### config.mk
export PLATFORM = sky130hd
export DESIGN_NAME = aes_mix_columns_iter
export DESIGN_NICKNAME = d
export VERILOG_FILES = /design/src/rtl/aes_mix_columns_iter.sv
export SDC_FILE = /design/constraint.sdc
export NUM_CORES = 1
export LEC_CHECK = 0
export CORE_MARGIN = 2
export CORE_UTILIZATION = 61
export DETAILED_ROUTE_END_ITERATION = 10
export DONT_BUFFER_PORTS = 1
export PLACE_DENSITY = 0.85
export SLEW_MARGIN = 20
export SYNTH_ARGS = -nofsm -noshare
export SYNTH_HDL_FRONTEND = slang
export SYNTH_SLANG_ARGS = --single-unit
### constraint.sdc
create_clock -name clk_i -period 3.15 [get_ports clk_i]
set_clock_uncertainty 0.05 [all_clocks]
set_input_delay 0.63 -clock clk_i [delete_from_list [all_inputs] [get_ports clk_i]]
set_output_delay 0.63 -clock clk_i [all_outputs]
set_load 0.03 [all_outputs]
### src/rtl/aes_mix_columns_iter.sv
// Iterative AES MixColumns / InvMixColumns over a 128-bit state.
// COLS_PER_CYCLE columns are mixed per clock in a single working register.
module aes_mix_columns_iter #(
    parameter int COLS_PER_CYCLE = 4,
    parameter bit OUT_REG        = 1
) (
    input  logic         clk_i,
    input  logic         rst_i,
    input  logic         clear_i,
    input  logic         op_i,
    input  logic         in_valid_i,
    output logic         in_ready_o,
    input  logic [127:0] data_i,
    output logic         out_valid_o,
    input  logic         out_ready_i,
    output logic [127:0] data_o
);

    if (COLS_PER_CYCLE != 1 && COLS_PER_CYCLE != 2 && COLS_PER_CYCLE != 4) begin : g_bad_cols
        $error("COLS_PER_CYCLE must be 1, 2 or 4");
    end

    typedef enum logic [1:0] {
        IDLE,
        BUSY,
        DONE
    } state_t;

    localparam logic [1:0] STEP = 2'(COLS_PER_CYCLE);

    state_t        state;
    state_t        state_nxt;
    logic [1:0]    cnt;
    logic          op;
    logic [127:0]  work;
    logic [127:0]  out_q;
    logic [127:0]  mixed;
    logic [1:0]    col;
    logic          last;

    function automatic logic [7:0] xtime(input logic [7:0] a);
        return {a[6:0], 1'b0} ^ (a[7] ? 8'h1b : 8'h00);
    endfunction

    // Each output byte is k0*a_r ^ k1*a_(r+1) ^ k2*a_(r+2) ^ k3*a_(r+3).
    function automatic logic [31:0] mix_col(input logic [31:0] c, input logic inv);
        logic [7:0] k0 [4];
        logic [7:0] k1 [4];
        logic [7:0] k2 [4];
        logic [7:0] k3 [4];
        logic [7:0] x1, x2, x4, x8;
        logic [31:0] o;
        o = '0;
        for (int r = 0; r < 4; r++) begin
            x1 = c[8*r +: 8];
            x2 = xtime(x1);
            x4 = xtime(x2);
            x8 = xtime(x4);
            if (inv) begin
                k0[r] = x8 ^ x4 ^ x2;
                k1[r] = x8 ^ x2 ^ x1;
                k2[r] = x8 ^ x4 ^ x1;
                k3[r] = x8 ^ x1;
            end else begin
                k0[r] = x2;
                k1[r] = x2 ^ x1;
                k2[r] = x1;
                k3[r] = x1;
            end
        end
        for (int r = 0; r < 4; r++) begin
            o[8*r +: 8] = k0[r] ^ k1[(r+1)%4] ^ k2[(r+2)%4] ^ k3[(r+3)%4];
        end
        return o;
    endfunction

    always_comb begin
        mixed = work;
        col   = '0;
        for (int j = 0; j < COLS_PER_CYCLE; j++) begin
            col = cnt + 2'(j);
            mixed[{col, 5'd0} +: 32] = mix_col(work[{col, 5'd0} +: 32], op);
        end
    end

    assign last = ({1'b0, cnt} + 3'(COLS_PER_CYCLE)) == 3'd4;

    always_comb begin
        state_nxt = state;
        unique case (state)
            IDLE:    if (in_valid_i) state_nxt = BUSY;
            BUSY:    if (last) state_nxt = DONE;
            DONE:    if (out_ready_i) state_nxt = IDLE;
            default: state_nxt = IDLE;
        endcase
        if (clear_i) state_nxt = IDLE;
    end

    always_ff @(posedge clk_i) begin
        if (rst_i) begin
            state <= IDLE;
            cnt   <= '0;
            op    <= 1'b0;
            work  <= '0;
            out_q <= '0;
        end else begin
            state <= state_nxt;
            if (clear_i) begin
                cnt   <= '0;
                work  <= '0;
                out_q <= '0;
            end else begin
                case (state)
                    IDLE: begin
                        if (in_valid_i) begin
                            work <= data_i;
                            op   <= op_i;
                            cnt  <= '0;
                        end
                    end
                    BUSY: begin
                        work <= mixed;
                        cnt  <= cnt + STEP;
                        if (last) out_q <= mixed;
                    end
                    DONE: begin
                        // Output register returns to zero once consumed.
                        if (out_ready_i) out_q <= '0;
                    end
                    default: ;
                endcase
            end
        end
    end

    assign in_ready_o  = (state == IDLE);
    assign out_valid_o = (state == DONE);
    assign data_o      = OUT_REG ? out_q : work;

endmodule

==> flow_summary.yaml <==
run_status:
  status: "finished clean"
sta:
  hold_viol: 0
  slew_violations: 0
  fmax_mhz: 373
  fin_crit_sh_pct: 85.2
  tns_ns: 0
  min_period_ns: 2.68
  slew-limit-headroom_pct: 38.6
  layout_setup_ws_ns: 0.466
  rsz0062_at_grt: "no"
  tightest_slew_ns: 0.917
  setup_viol: 0
logic_synthesis:
  synth_top_area_share_pct: 27.9
  synth.area.mux_share_pct: 1.29
  synthArstFlopShare_pct: 0
  postSynthAreaPerCell_um2: 8.90
  synth_fa_ha_area_share_pct: 0
  yosysWarnings: 0
  synth-simple-area-share_pct: 9.20
  synth_top_family_by_area: "XOR/XNOR gates"
  yosys.cell_count.top_type: "xnor2_1"
  synth_edf_count: 0
  ys_types: 45
  yosys.area.top_type: "dfxtp_1"
  ys_seq_area_share_pct: 27.9
  syn_area_mm2: 0.0186
  syn-num-nets: 2221
  ys_ff_latch: 259
  postSynthCellCount: 2087
  synth_compound_area_share_pct: 12.8
  yosys-top-cells-area: "dfxtp_1, xnor2_1, xnor3_1"
  synth_xor_area_share_pct: 44.0
  ys_top_cells_by_count: "xnor2_1, dfxtp_1, nand2_1"
  synth_top_flop_cell: "dfxtp_1"
route:
  first_iter_violations: 1221
  vias: 14300
  avgRoutedWirePerCell_um: 22.4
  drt-pass1-iter-count: 5
  viasPerCell: 6.03
  drcViolationCount: 0
  ant_nets: 0
  wl_mm: 53.3
floorplanning:
  core_mm2: 0.0298
  die_h_um: 179
  die_x_um: 179
  pin_count: 264
  die_area_mm2: 0.0319
  rows: 63
  initial_core_util_pct: 62.3
layout:
  drive_gt1_share_pct: 6.59
  fin_nets: 2104
  fillers: 2401
  final_cells: 2378
  final_area_mm2: 0.0197
  area_growth_pct: 6.04
clock_network:
  clock_latency_ns: 0.55
  h-tree-depth: 1
  clk_pin_slew_worst_paths_ns: 0.06
  cts.hold.buffers_added: 0
  cts_setup_buffers: 0
  cts_root_buf: "clkbuf_16"
  cts_tree: "built"
  cts_resized: 0
  clock-sinks: 259
  cts_buffer_depth: 3
  cts_buffers: 27
critical_path:
  crit_buf_inv: 0
  reg2reg_depth: 7
  cpMaxStageDelayCell: "xor3_1"
  cp_common_cell: "xnor3_1"
  r2r-end: "data_o[92]"
  r2r_slack_ns: 0.47
  path_class: "flop to flop"
  cp_top_family: "XOR/XNOR gates"
  worstPathArrival_ns: 3.05
  rr_startpoint: "work[77]"
  critPathLaunch: "work[77]"
  cp-start-kind: "flop"
  path_cells: "xor3_1, xnor3_1, xnor3_1, nand2_1, xor2_1, xnor2_1, o21ai_0"
  required_ns: 3.52
  crit_fanout: 8
  endpoint_kind: "flop"
  critical-path-max-stage-delay_ns: 0.56
pwr:
  internal_power_uw: 6910
  p_sw_uw: 3350
  p_comb_share_pct: 33.5
  clkPwrFrac_pct: 30.7
  p_per_area_mw_per_mm2: 521
  p_sw_share_pct: 32.6
  cellLeakagePower_uw: 0.00753
  ir_drop_mv: 0.478
  pwr-share-seq_pct: 35.8
grt:
  antenna_found_initial: 1
  grt_pass1_wl_mm: 81.6
  grt_max_degree: 84
  grt_usage_pct: 32.8
  grt_overflow_total: 0
  grt_pass1_vias: 14300
place:
  hpwl_mm: 38.7
  place_inst: 2331
  placed_area_mm2: 0.0188
  post-place-ws_ns: 0.498
  gp_congestion: 0.942
  port-buffer-count: 0
worst_hold_path:
  worst_hold_path.endpoint: "op"
  hold_depth: 1
  min_from: "rst_i"
  hp-class: "input pin to flop"
flow_run:
  cap_violations: 0
[through the flow]
stage	hold WS [ns]	utilization [%]	total power [µW]
after floorplan	0.442	-	6410
after global placement	0.485	63.2	7060
after detailed placement	0.495	63.2	7110
after CTS	0.0696	66.1	10300
after global routing	0.0702	66.1	10700
final	0.0861	66.1	10300
[power by group through the flow]
stage	Clock [µW]	Combinational, µW	Sequential [µW]
after detailed placement	0	3370	3740
after floorplan	0	2850	3570
after global placement	0	3330	3730
after CTS	3190	3400	3670
final	3150	3440	3670
after global routing	3320	3660	3680
[flip-flops by register name, indices dropped and copies added (netlist names)]
register / flops
op: 1
state: 2
data_o: 128
work: 128
[how the worst max path moves through the flow]
stage,to,slack (ns),cells past startpoint
floorplan,data_o[108],0.72,8
global route,work[76],0.34,7
CTS,data_o[92],0.48,7
finish,data_o[92],0.47,7
global placement,work[76],0.58,7
detailed placement,data_o[92],0.50,7
[cells in the final DEF, fill, tap and decap left out, drive strengths merged, types with 3 or more instances in the layout]
master  count
o221ai     36
o21ai     107
a21o        6
dfxtp     259
a22o       12
or2         3
a211o       7
xnor2     513
nor2       87
xnor3      74
nor2b       5
xor3       16
mux2i      24
a32oi       7
nand3      28
nand2b     13
o2bb2a      3
a22oi      27
buf        70
and2       16
xor2      176
nand2     259
and3        4
a21oi     151
o211ai     23
clkbuf     36
o21a        6
clkinv      5
[layout make-up]
class	count	area, µm²	share of cell area (%)
tap	390	488	2.48
multi-input combinational	1611	12500	63.7
antenna	1	2.50	0.0127
clock buffer	36	739	3.75
inverter	1	3.75	0.0191
sequential	259	5190	26.3
timing repair buffer	70	613	3.11
clock inverter	10	116	0.591
[kinds of logic (layout without fill, tap and decap cells)]
kind of cell / after synthesis / count (layout)
AO/OA/AOI/OAI: 391 / 391
XOR/XNOR: 779 / 779
buffers and inverters: 217 / 117
flip-flops: 259 / 259
multiplexers: 24 / 24
other: 0 / 1
AND/OR/NAND/NOR: 417 / 417
[metal layers]
metal	track usage, %	vias up	wire (µm)
li1	-	6578	-
met5	0	-	0
met1	43.1	6973	21800
met4	11.5	0	1680
met2	53.8	665	25200
met3	6.33	112	4640
(Power assumes the default switching activity.)
